### src/rtl/runadd_pkg.sv
// Shared state encoding and constants for the running-sum scheduler.
package runadd_pkg;

    typedef enum logic [2:0] {
        ST_IDLE   = 3'd0,
        ST_CLEAR  = 3'd1,
        ST_STREAM = 3'd2,
        ST_SETTLE = 3'd3,
        ST_RESULT = 3'd4
    } state_t;

    localparam int DW_DEF = 8;
    localparam int SW_DEF = 32;
    localparam int CNT_W  = 16;
    localparam logic [CNT_W-1:0] CNT_MAX = 16'hFFFF;

endpackage

### src/rtl/runadd_sched_if.sv
// Producer, accumulator and result signals of the running-sum scheduler.
interface runadd_sched_if import runadd_pkg::*; #(
    parameter int NREQ = 4,
    parameter int DW   = DW_DEF,
    parameter int SW   = SW_DEF,
    parameter int IDW  = 2
);
    logic [NREQ-1:0]    req_valid;
    logic [NREQ-1:0]    req_last;
    logic [NREQ*DW-1:0] req_data;
    logic [NREQ-1:0]    req_ready;
    logic               acc_clr;
    logic               acc_en;
    logic [DW-1:0]      acc_data;
    logic [SW-1:0]      acc_sum;
    logic               res_valid;
    logic               res_ready;
    logic [SW-1:0]      res_sum;
    logic [IDW-1:0]     res_id;
    logic [CNT_W-1:0]   res_count;
    logic               busy;

    // The scheduler is the slave; producers, accumulator and consumer form the master side.
    modport slave (
        input  req_valid, req_last, req_data, acc_sum, res_ready,
        output req_ready, acc_clr, acc_en, acc_data, res_valid, res_sum, res_id, res_count, busy
    );

    modport master (
        output req_valid, req_last, req_data, acc_sum, res_ready,
        input  req_ready, acc_clr, acc_en, acc_data, res_valid, res_sum, res_id, res_count, busy
    );
endinterface

### src/rtl/runadd_sched_rr_arbiter.sv
// Combinational rotating-priority arbiter: first set request at or above the pointer, with wrap.
module rr_arbiter #(
    parameter int NREQ = 4,
    parameter int IDW  = 2
) (
    input  logic [NREQ-1:0] i_req,
    input  logic [IDW-1:0]  i_ptr,
    output logic [NREQ-1:0] o_gnt,
    output logic [IDW-1:0]  o_gnt_id
);
    logic [IDW:0]   w_pos;
    logic [IDW-1:0] w_idx;
    logic           w_found;

    always_comb begin
        o_gnt    = '0;
        o_gnt_id = '0;
        w_found  = 1'b0;
        w_pos    = '0;
        w_idx    = '0;
        for (int off = 0; off < NREQ; off++) begin
            w_pos = {1'b0, i_ptr} + (IDW+1)'(off);
            if (w_pos >= (IDW+1)'(NREQ)) begin
                w_pos = w_pos - (IDW+1)'(NREQ);
            end
            w_idx = w_pos[IDW-1:0];
            if (!w_found && i_req[w_idx]) begin
                w_found      = 1'b1;
                o_gnt[w_idx] = 1'b1;
                o_gnt_id     = w_idx;
            end
        end
    end
endmodule

### src/rtl/runadd_sched.sv
// Round-robin scheduler sharing one external running-sum accumulator between NREQ producers.
module runadd_sched import runadd_pkg::*; #(
    parameter int NREQ = 4,
    parameter int DW   = DW_DEF,
    parameter int SW   = SW_DEF,
    parameter int IDW  = 2
) (
    input  logic          clk,
    input  logic          reset,
    runadd_sched_if.slave bus
);
    state_t           r_state;
    state_t           w_state_nxt;
    logic [IDW-1:0]   r_ptr;
    logic [IDW-1:0]   r_gnt_id;
    logic [CNT_W-1:0] r_count;
    logic [SW-1:0]    r_res_sum;
    logic [IDW-1:0]   r_res_id;
    logic [CNT_W-1:0] r_res_count;

    logic [NREQ-1:0]  w_arb_gnt;
    logic [IDW-1:0]   w_arb_id;
    logic             w_arb_any;
    logic [NREQ-1:0]  w_req_ready;
    logic             w_acc_clr;
    logic             w_acc_en;
    logic [DW-1:0]    w_acc_data;
    logic             w_beat;

    function automatic logic [CNT_W-1:0] sat_inc(input logic [CNT_W-1:0] v);
        return (v == CNT_MAX) ? v : v + CNT_W'(1);
    endfunction

    function automatic logic [IDW-1:0] next_ptr(input logic [IDW-1:0] id);
        return (id == IDW'(NREQ-1)) ? '0 : id + IDW'(1);
    endfunction

    rr_arbiter #(.NREQ(NREQ), .IDW(IDW)) u_arb (
        .i_req    (bus.req_valid),
        .i_ptr    (r_ptr),
        .o_gnt    (w_arb_gnt),
        .o_gnt_id (w_arb_id)
    );

    assign w_arb_any = |w_arb_gnt;

    always_ff @(posedge clk or negedge reset) begin
        if (!reset) begin
            r_state <= ST_IDLE;
        end else begin
            r_state <= w_state_nxt;
        end
    end

    always_comb begin
        w_state_nxt = r_state;
        w_req_ready = '0;
        w_acc_clr   = 1'b0;
        w_acc_en    = 1'b0;
        w_acc_data  = '0;
        w_beat      = 1'b0;
        case (r_state)
            ST_IDLE: begin
                if (w_arb_any) w_state_nxt = ST_CLEAR;
            end
            ST_CLEAR: begin
                w_acc_clr   = 1'b1;
                w_state_nxt = ST_STREAM;
            end
            ST_STREAM: begin
                // A last flag without valid is not a beat and cannot end the burst.
                w_req_ready[r_gnt_id] = 1'b1;
                w_beat   = bus.req_valid[r_gnt_id];
                w_acc_en = w_beat;
                if (w_beat) begin
                    w_acc_data = bus.req_data[r_gnt_id*DW +: DW];
                    if (bus.req_last[r_gnt_id]) w_state_nxt = ST_SETTLE;
                end
            end
            ST_SETTLE: begin
                w_state_nxt = ST_RESULT;
            end
            ST_RESULT: begin
                if (bus.res_ready) w_state_nxt = ST_IDLE;
            end
            default: begin
                w_state_nxt = ST_IDLE;
            end
        endcase
    end

    always_ff @(posedge clk or negedge reset) begin
        if (!reset) begin
            r_ptr       <= '0;
            r_gnt_id    <= '0;
            r_count     <= '0;
            r_res_sum   <= '0;
            r_res_id    <= '0;
            r_res_count <= '0;
        end else begin
            case (r_state)
                ST_IDLE: begin
                    if (w_arb_any) begin
                        r_gnt_id <= w_arb_id;
                        r_count  <= '0;
                    end
                end
                ST_STREAM: begin
                    if (w_beat) r_count <= sat_inc(r_count);
                end
                // The accumulator has absorbed the last beat by now.
                ST_SETTLE: begin
                    r_res_sum   <= bus.acc_sum;
                    r_res_id    <= r_gnt_id;
                    r_res_count <= r_count;
                end
                ST_RESULT: begin
                    if (bus.res_ready) r_ptr <= next_ptr(r_gnt_id);
                end
                default: begin
                end
            endcase
        end
    end

    assign bus.req_ready = w_req_ready;
    assign bus.acc_clr   = w_acc_clr;
    assign bus.acc_en    = w_acc_en;
    assign bus.acc_data  = w_acc_data;
    assign bus.res_valid = (r_state == ST_RESULT);
    assign bus.res_sum   = r_res_sum;
    assign bus.res_id    = r_res_id;
    assign bus.res_count = r_res_count;
    assign bus.busy      = (r_state != ST_IDLE);

endmodule

### src/flat_wrapper.sv
// flat-port wrapper written by rule: the top's interface ports become plain ports
module runadd_sched_flat import runadd_pkg::*;
#(
    parameter int NREQ = 4,
    parameter int DW   = DW_DEF,
    parameter int SW   = SW_DEF,
    parameter int IDW  = 2
)
  (clk, reset, bus_req_valid, bus_req_last, bus_req_data, bus_acc_sum, bus_res_ready, bus_req_ready, bus_acc_clr, bus_acc_en, bus_acc_data, bus_res_valid, bus_res_sum, bus_res_id, bus_res_count, bus_busy);
  runadd_sched_if #(.NREQ(NREQ), .DW(DW), .SW(SW), .IDW(IDW)) bus_i ();
  input  logic clk;
  input  logic reset;
  input wire logic [$bits(bus_i.req_valid)-1:0] bus_req_valid;
  input wire logic [$bits(bus_i.req_last)-1:0] bus_req_last;
  input wire logic [$bits(bus_i.req_data)-1:0] bus_req_data;
  input wire logic [$bits(bus_i.acc_sum)-1:0] bus_acc_sum;
  input wire logic [$bits(bus_i.res_ready)-1:0] bus_res_ready;
  output wire logic [$bits(bus_i.req_ready)-1:0] bus_req_ready;
  output wire logic [$bits(bus_i.acc_clr)-1:0] bus_acc_clr;
  output wire logic [$bits(bus_i.acc_en)-1:0] bus_acc_en;
  output wire logic [$bits(bus_i.acc_data)-1:0] bus_acc_data;
  output wire logic [$bits(bus_i.res_valid)-1:0] bus_res_valid;
  output wire logic [$bits(bus_i.res_sum)-1:0] bus_res_sum;
  output wire logic [$bits(bus_i.res_id)-1:0] bus_res_id;
  output wire logic [$bits(bus_i.res_count)-1:0] bus_res_count;
  output wire logic [$bits(bus_i.busy)-1:0] bus_busy;
  assign bus_i.req_valid = bus_req_valid;
  assign bus_i.req_last = bus_req_last;
  assign bus_i.req_data = bus_req_data;
  assign bus_i.acc_sum = bus_acc_sum;
  assign bus_i.res_ready = bus_res_ready;
  assign bus_req_ready = bus_i.req_ready;
  assign bus_acc_clr = bus_i.acc_clr;
  assign bus_acc_en = bus_i.acc_en;
  assign bus_acc_data = bus_i.acc_data;
  assign bus_res_valid = bus_i.res_valid;
  assign bus_res_sum = bus_i.res_sum;
  assign bus_res_id = bus_i.res_id;
  assign bus_res_count = bus_i.res_count;
  assign bus_busy = bus_i.busy;
  runadd_sched #(.NREQ(NREQ), .DW(DW), .SW(SW), .IDW(IDW)) u_core (.clk(clk), .reset(reset), .bus(bus_i));
endmodule
### config.mk
export PLATFORM = sky130hd
export DESIGN_NAME = runadd_sched_flat
export DESIGN_NICKNAME = d
export VERILOG_FILES = /design/src/rtl/runadd_pkg.sv /design/src/rtl/runadd_sched_if.sv /design/src/rtl/runadd_sched_rr_arbiter.sv /design/src/rtl/runadd_sched.sv /design/src/flat_wrapper.sv
export SDC_FILE = /design/constraint.sdc
export NUM_CORES = 1
export LEC_CHECK = 0
export CAP_MARGIN = 20
export CORE_MARGIN = 1
export CORE_UTILIZATION = 45
export CTS_CLUSTER_DIAMETER = 40
export DETAILED_ROUTE_END_ITERATION = 8
export PLACE_DENSITY_LB_ADDON = 0.08
export SLEW_MARGIN = 30
export SYNTH_ARGS = -nofsm -noshare
export SYNTH_HDL_FRONTEND = slang
export SYNTH_SLANG_ARGS = --single-unit
export TNS_END_PERCENT = 1
### constraint.sdc
create_clock -name clk -period 3.85 [get_ports clk]
set_input_delay 1.155 -clock clk [delete_from_list [all_inputs] [get_ports clk]]
set_output_delay 1.155 -clock clk [all_outputs]
set_load 0.02 [all_outputs]
==> results.md, run 1 <==
- Drt total wl: 9319 um
- Post-DP HPWL: 6753 um
- RSZ-0062 raised after global routing: true
- Hold Worst Slack: between 0.4 and 0.5 ns
- Sw frac: 40.13%
- Area of the mapped netlist: 0.003889 mm^2
- Clk buf depth: 2
- Multi-input gate area: 0.001957 mm^2
- Fmax: 0.2627 GHz
- Synth-to-layout area growth: 44.18%
- Filler cells: 660
- Die area: 0.009017 mm^2
- FP Rows: 33
- Combinational Power Share: 57.5%
- GR Overflow Total: 0
- Dpl cells: 580
- Critical path fanouts, max: 9
- Hold Path Stages: 2
- Starting density of the core: a little under half
- Tcrit/Tclk final: 98.88%
- Routed WL per cell: 15.64 um
- CTS H-Tree Depth: 3
- Crit path to: bus_acc_en
- Ys async rst share: 100.0%
- CP required: 2.69 ns
- Max VDD drop: 0.4002 mV
- Clk sinks: 73
- Number of antenna diodes: 0
- Post-synth EDFFs: 0
- Pint: 2.435 mW
- Vias: 3,190
- CP Capture Type: output port
- CP arrival: 2.65 ns
- Die height: 94.96 um
- Final Hold Viols: 0
- Largest net degree at the start of global routing: between 70 and 80
- YS warnings: 0
- Mapped Avg Cell Area: 11.44 um^2
- Max-cap violation count: 0
- Total CTS buffers: 9
- Clock slew at reported path FFs: 0.07 ns
- Worst reg2reg setup slack: a little under 0.7 ns
- DR iter-0 viols: 170
- Worst R2R Start: u_core.r_ptr[1]
- Cell count after synthesis: 340
- Total Power: 4.068 mW
- Worst Setup SP: bus_req_valid[0]
- Crit path launch type: input pin
- Fin area: approximately 0.0056 mm^2
- Register area share after synthesis: between 40% and 50%
- Initial antenna violation count: 0
- R2R Path End: u_core.r_gnt_id[1]
- Yosys reg bits: 73
- Ports: between 100 and 150
- Worst-Margin Slew: 0.6460 ns
- Gr usage total: 21.29%
- Setup bufs post-CTS: 0
- Core area: 0.008299 mm^2
- R2R depth: 9
- Post-route DRC: 0
- WS Path Type: input pin to output port
- Worst Hold Class: flip-flop to flip-flop
- Leakage: about 2.4 nW
- Switching Power: 1.632 mW
- Final Setup Violations: 0
- TritonCTS clock tree: done
- Min-Delay Startpoint: u_core.bus.res_id[0]
- Dominant synthesized flop cell: dfrtp_1
- PD cells: 725.5 mW/mm^2
- Clock Skew: 0.01102 ns
- First-pass GRT wire length: 14,700 um
- Post-synth net total: about 430
- Min cycle time layout: 3.807 ns
- Setup_tns: 0 ns
- Relative slew margins: 56.93%
- Routability Congestion: 0.8361
- Detail Route Antenna Nets: 0
- Flop pwr share: 29.6%
- Netlist cell types: 50
- Clk Latency, worst-skew pair: 0.35 ns
- Clock network fraction of total power: 12.9%
- Root Buffer: clkbuf_8
- Outcome: complete, no violations
- Chip width: 94.96 um
- Count of pins over their slew limit: 0
- Proportion of layout cells with a drive suffix above 1: 22.20%
- 1st-pass router iterations: 4
- Final Non-Filler Cells: 596
- Nets: 572
- DR vias/cell: 5.352
- Number of global-route vias before repair: a little over 3,000
- Register Area: 0.001827 mm^2
- Post-DP Area: 0.005468 mm^2
- Port-buffer cells: 140
## sequential cells by signal, summed over array words and instances (netlist names)
register	count
u_core.r_state	3
u_core.r_ptr	2
u_core.bus.res_count	16
u_core.r_count	16
u_core.bus.res_id	2
u_core.r_gnt_id	2
u_core.bus.res_sum	32
## critical path, cell delays in order
cell             delay (ns)
clkdlybuf4s50_1        0.43
mux4_2                 0.51
nand3_2                0.12
buf_12                 0.13
inv_1                  0.04
clkdlybuf4s15_1        0.27
## metrics by stage
| stage | setup WS, ns | util (%) |
|---|---|---|
| floorplan | 0.6743 | - |
| global placement | -0.2144 | 65.82 |
| detailed placement | -0.2706 | 65.88 |
| CTS | 0.00009792 | 67.89 |
| global route | -0.01286 | 67.56 |
| finish | 0.04330 | 67.56 |
## power by group through the flow
stage	sequential, mW	combinational, mW	clock [mW]
floorplan	1.44	1.20	0
global placement	1.20	2.33	0
detailed placement	1.22	2.37	0
CTS	1.21	2.36	0.546
global route	1.25	2.55	0.578
finish	1.20	2.34	0.524
## how the worst min path moves through the flow
stage | endpoint | slack (ns)
after global placement | u_core.bus.res_id[0] | 0.46
after global routing | u_core.bus.res_count[11] | 0.52
after CTS | u_core.bus.res_id[0] | 0.50
after detailed placement | u_core.bus.res_id[0] | 0.48
after floorplan | u_core.r_count[8] | 0.48
final | u_core.bus.res_id[0] | 0.49
## placed cells by master, fill, tap and decap left out, types with 11 or more instances in the layout
cell             synthesis  layout
nand2_1                 19      19
mux4_2                  12      12
o21ai_0                 20      20
nor2_1                  16      16
a21oi_1                 13      13
buf_4                    0      14
ha_1                    11      11
mux2_2                  51      51
clkdlybuf4s50_1          0     130
dfrtp_1                 73      73
## synth_stat cells (3+ instances only)
cell type	number	area, um^2
a21oi_1	13	65.06
a31oi_1	4	25.02
and3_1	9	56.30
buf_2	5	25.02
clkbuf_1	13	48.80
dfrtp_1	73	1827
ha_1	11	137.6
inv_1	9	33.78
mux2_2	51	574.3
mux2i_1	5	50.05
mux4_2	12	270.3
nand2_1	19	71.32
nand2b_1	4	25.02
nand3_1	10	50.05
nand4_1	3	18.77
nor2_1	16	60.06
nor2b_1	9	56.30
nor3_1	5	25.02
nor4_1	7	43.79
o21ai_0	20	100.1
or4_1	3	22.52
## repair_timing
| action | CTS | global route |
|---|---|---|
| setup endpoints to repair | 9 | 9 |
| pin swaps | 0 | 0 |
| hold buffers | 0 | 0 |
| gates resized for setup | 12 | 15 |
## cell families (layout without fill, tap and decap cells)
kind of cell	Yosys count	count (layout)	share of synthesized area, %
AOI/OAI and AO/OA	61	61	9.975
buffers and inverters	29	180	2.960
DFF	73	73	46.98
muxes	68	68	23.01
adders and majority gates	11	11	3.539
and+or+nand+nor	98	98	13.55
## per-layer routing
metal | global-route usage (%) | share of wire, % | vias up
li1 | - | - | 1548
met1 | 29.16 | 46 | 1538
met2 | 33.63 | 47 | 96
met3 | 5.797 | 5.8 | 8
met4 | 4.924 | 0.76 | 0
met5 | 0 | 0 | -
## area by class of cell
class	instances	share of cell area (%)
Clock buffer	10	2.276
Tap cell	105	2.343
Clock inverter	6	0.7588
Timing Repair Buffer	155	26.53
Inverter	9	0.6025
Sequential cell	73	32.58
Multi-Input combinational cell	238	34.90
No activity file was read; power rests on OpenSTA's default activity.
==> run 2: changes to the inputs <==
--- a/config.mk
+++ b/config.mk
@@ -11,6 +11,7 @@
 export CTS_CLUSTER_DIAMETER = 40
 export DETAILED_ROUTE_END_ITERATION = 8
 export PLACE_DENSITY_LB_ADDON = 0.08
+export RECOVER_POWER = 100
 export SLEW_MARGIN = 30
 export SYNTH_ARGS = -nofsm -noshare
 export SYNTH_HDL_FRONTEND = slang
==> constraint.sdc (replaced) <==
create_clock -name clk -period 4 [get_ports clk]
set_input_delay 1.2 -clock clk [delete_from_list [all_inputs] [get_ports clk]]
set_output_delay 1.2 -clock clk [all_outputs]
set_load 0.02 [all_outputs]
==> run 2 against run 1 <==
Effect of this change: the flow now finishes with violations (capacitance limit, slew limit); sequential power is essentially flat; total power down 3.4%; combinational power down 9.4%; clock skew is 0.0037 ns higher; first-iteration DRC count is 31% lower; cell count is the same; critical path depth did not move.
==> results.md, run 2 (same netlist as run 1, synthesis figures left out) <==
- Starting density of the core: 46.86%
- Crit path to: bus_acc_data[0]
- Worst reg2reg setup slack: about 0.46 ns
- Combinational Power Share: 53.9%
- Initial antenna violation count: 0
- Die height: 94.96 um
- Pint: ~2.4 mW
- DR iter-0 viols: 117
- Critical path fanouts, max: 9
- Outcome: complete, but fails checks
- Fin area: 0.005652 mm^2
- R2R Path End: u_core.r_count[14]
- Hold Worst Slack: 0.4749 ns
- Commonest non-fill, non-tap cell in the layout: dfrtp_1
- Nets: ~570
- Clk Latency, worst-skew pair: 0.35 ns
- Max FFs per register: 32
- Total CTS buffers: 9
- Flop pwr share: roughly 30%
- CP Capture Type: output port
- Worst-Margin Slew: 1.754 ns
- Min cycle time layout: roughly 3.9 ns
- Vias: 3,230
- Commonest cells after routing, fill and taps aside: dfrtp_1, clkdlybuf4s50_1, dlygate4sd3_1
- # hold bufs at CTS: 0
- Largest net degree at the start of global routing: 74
- Count of pins over their slew limit: 74
- Filler cells: 677
- Max VDD drop: 0.3751 mV
- Routed WL per cell: 15.73 um
- CP arrival: ~2.8 ns
- Multi-input gate area: 0.001947 mm^2
- Worst R2R Start: u_core.r_ptr[1]
- Clk sinks: 73
- 1st-pass router iterations: 5
- Failing checks: capacitance limit, slew limit
- Dpl cells: 580
- Clock network fraction of total power: 16.2%
- DR vias/cell: 5.419
- Core area: 0.008299 mm^2
- Clock Skew: 0.01471 ns
- Root Buffer: clkbuf_8
- Worst Setup SP: bus_req_valid[3]
- Final cell utilization of the core: 68.10%
- Leakage: 2.501 nW
- WS Path Type: input pin to output port
- Relative slew margins: -16.92%
- Final Setup Violations: 0
- Register Area: roughly 0.0018 mm^2
- Number of antenna diodes: 0
- Proportion of layout cells with a drive suffix above 1: 19.14%
- Sw frac: 39.74%
- Crit path launch type: input pin
- CP required: 2.80 ns
- Clock slew at reported path FFs: 0.07 ns
- Chip width: around 95 um
- Clk buf depth: 2
- FP Rows: 33
- Ports: around 140
- Post-DP HPWL: 6936 um
- Switching Power: between 1.5 and 2 mW
- R2R depth: 9
- Final Non-Filler Cells: a little under 600
- Tcrit/Tclk final: 98.63%
- Number of global-route vias before repair: ~3,000
- Detail Route Antenna Nets: 0
- Fmax: 0.2535 GHz
- Synth-to-layout area growth: 45.33%
- Worst Hold Class: flip-flop to flip-flop
- Post-DP Area: ~0.0055 mm^2
- TritonCTS clock tree: done
- First-pass GRT wire length: around 15,000 um
- GR Overflow Total: 0
- Gr usage total: roughly a fifth
- PD cells: about 700 mW/mm^2
- Max-cap violation count: 1
- Drt total wl: 9378 um
- Final Hold Viols: 0
- Post-route DRC: 0
- Port-buffer cells: 140
- CTS H-Tree Depth: 3
- Setup_tns: 0 ns
- Routability Congestion: roughly 0.84
- Die area: 0.009017 mm^2
==> run 2: critical path, cell delays in order <==
cell and delay [ns]:
clkdlybuf4s50_1 0.42, mux4_2 0.52, nand3_2 0.12, buf_12 0.12
nor2b_1 0.04, dlygate4sd2_1 0.31
==> run 2: worst min-delay path by stage <==
stage / to / cells after the start / from
finish: u_core.bus.res_id[0] / 2 / u_core.bus.res_id[0]
global placement: u_core.bus.res_id[0] / 2 / u_core.bus.res_id[0]
floorplan: u_core.r_count[8] / 1 / u_core.r_count[8]
CTS: u_core.bus.res_id[0] / 2 / u_core.bus.res_id[0]
detailed placement: u_core.bus.res_id[0] / 2 / u_core.bus.res_id[0]
global route: u_core.bus.res_sum[11] / 1 / u_core.bus.res_sum[11]
==> run 2: cell type report <==
cell class / count / share of cell area [%]
Tap cell: 105 / 2.325
Sequential cell: 73 / 32.32
Clock inverter: 6 / 1.594
Inverter: 9 / 0.5977
Timing Repair Buffer: 155 / 26.46
Multi-Input combinational cell: 238 / 34.45
Clock buffer: 10 / 2.258
==> run 2: layer usage <==
metal  global-route usage (%)  routed length [um]  up-vias
met4                    5.429                 103        0
met1                    28.51                4365     1575
met5                        0                   0        -
met3                    5.717                 531       10
li1                         -                   -     1556
met2                    33.51                4378       89
==> run 2: stage by stage <==
step           setup slack, ns  total power, mW
6_report               0.05485            3.928
4_1_cts                0.02148            4.082
3_5_place_dp           -0.1975            3.450
5_1_grt             -0.0009821            4.214
2_1_floorplan           0.7343            2.547
3_3_place_gp           -0.1550            3.389
==> run 2: power by group through the flow <==
stage               logic, mW  clock network (mW)  registers (mW)
finish                   2.12               0.635            1.17
global route             2.32               0.691            1.21
CTS                      2.25               0.652            1.18
detailed placement       2.26                   0            1.19
global placement         2.21                   0            1.18
floorplan                1.16                   0            1.39
==> run 2: timing repair <==
| item | in CTS | in global routing |
|---|---|---|
| resized for setup | 9 | 3 |
| buffers inserted | 0 | 0 |
| cloned | 0 | 0 |
| pin swaps | 0 | 0 |
| setup endpoints to repair | 9 | 9 |
| hold endpoints to repair | 0 | 0 |
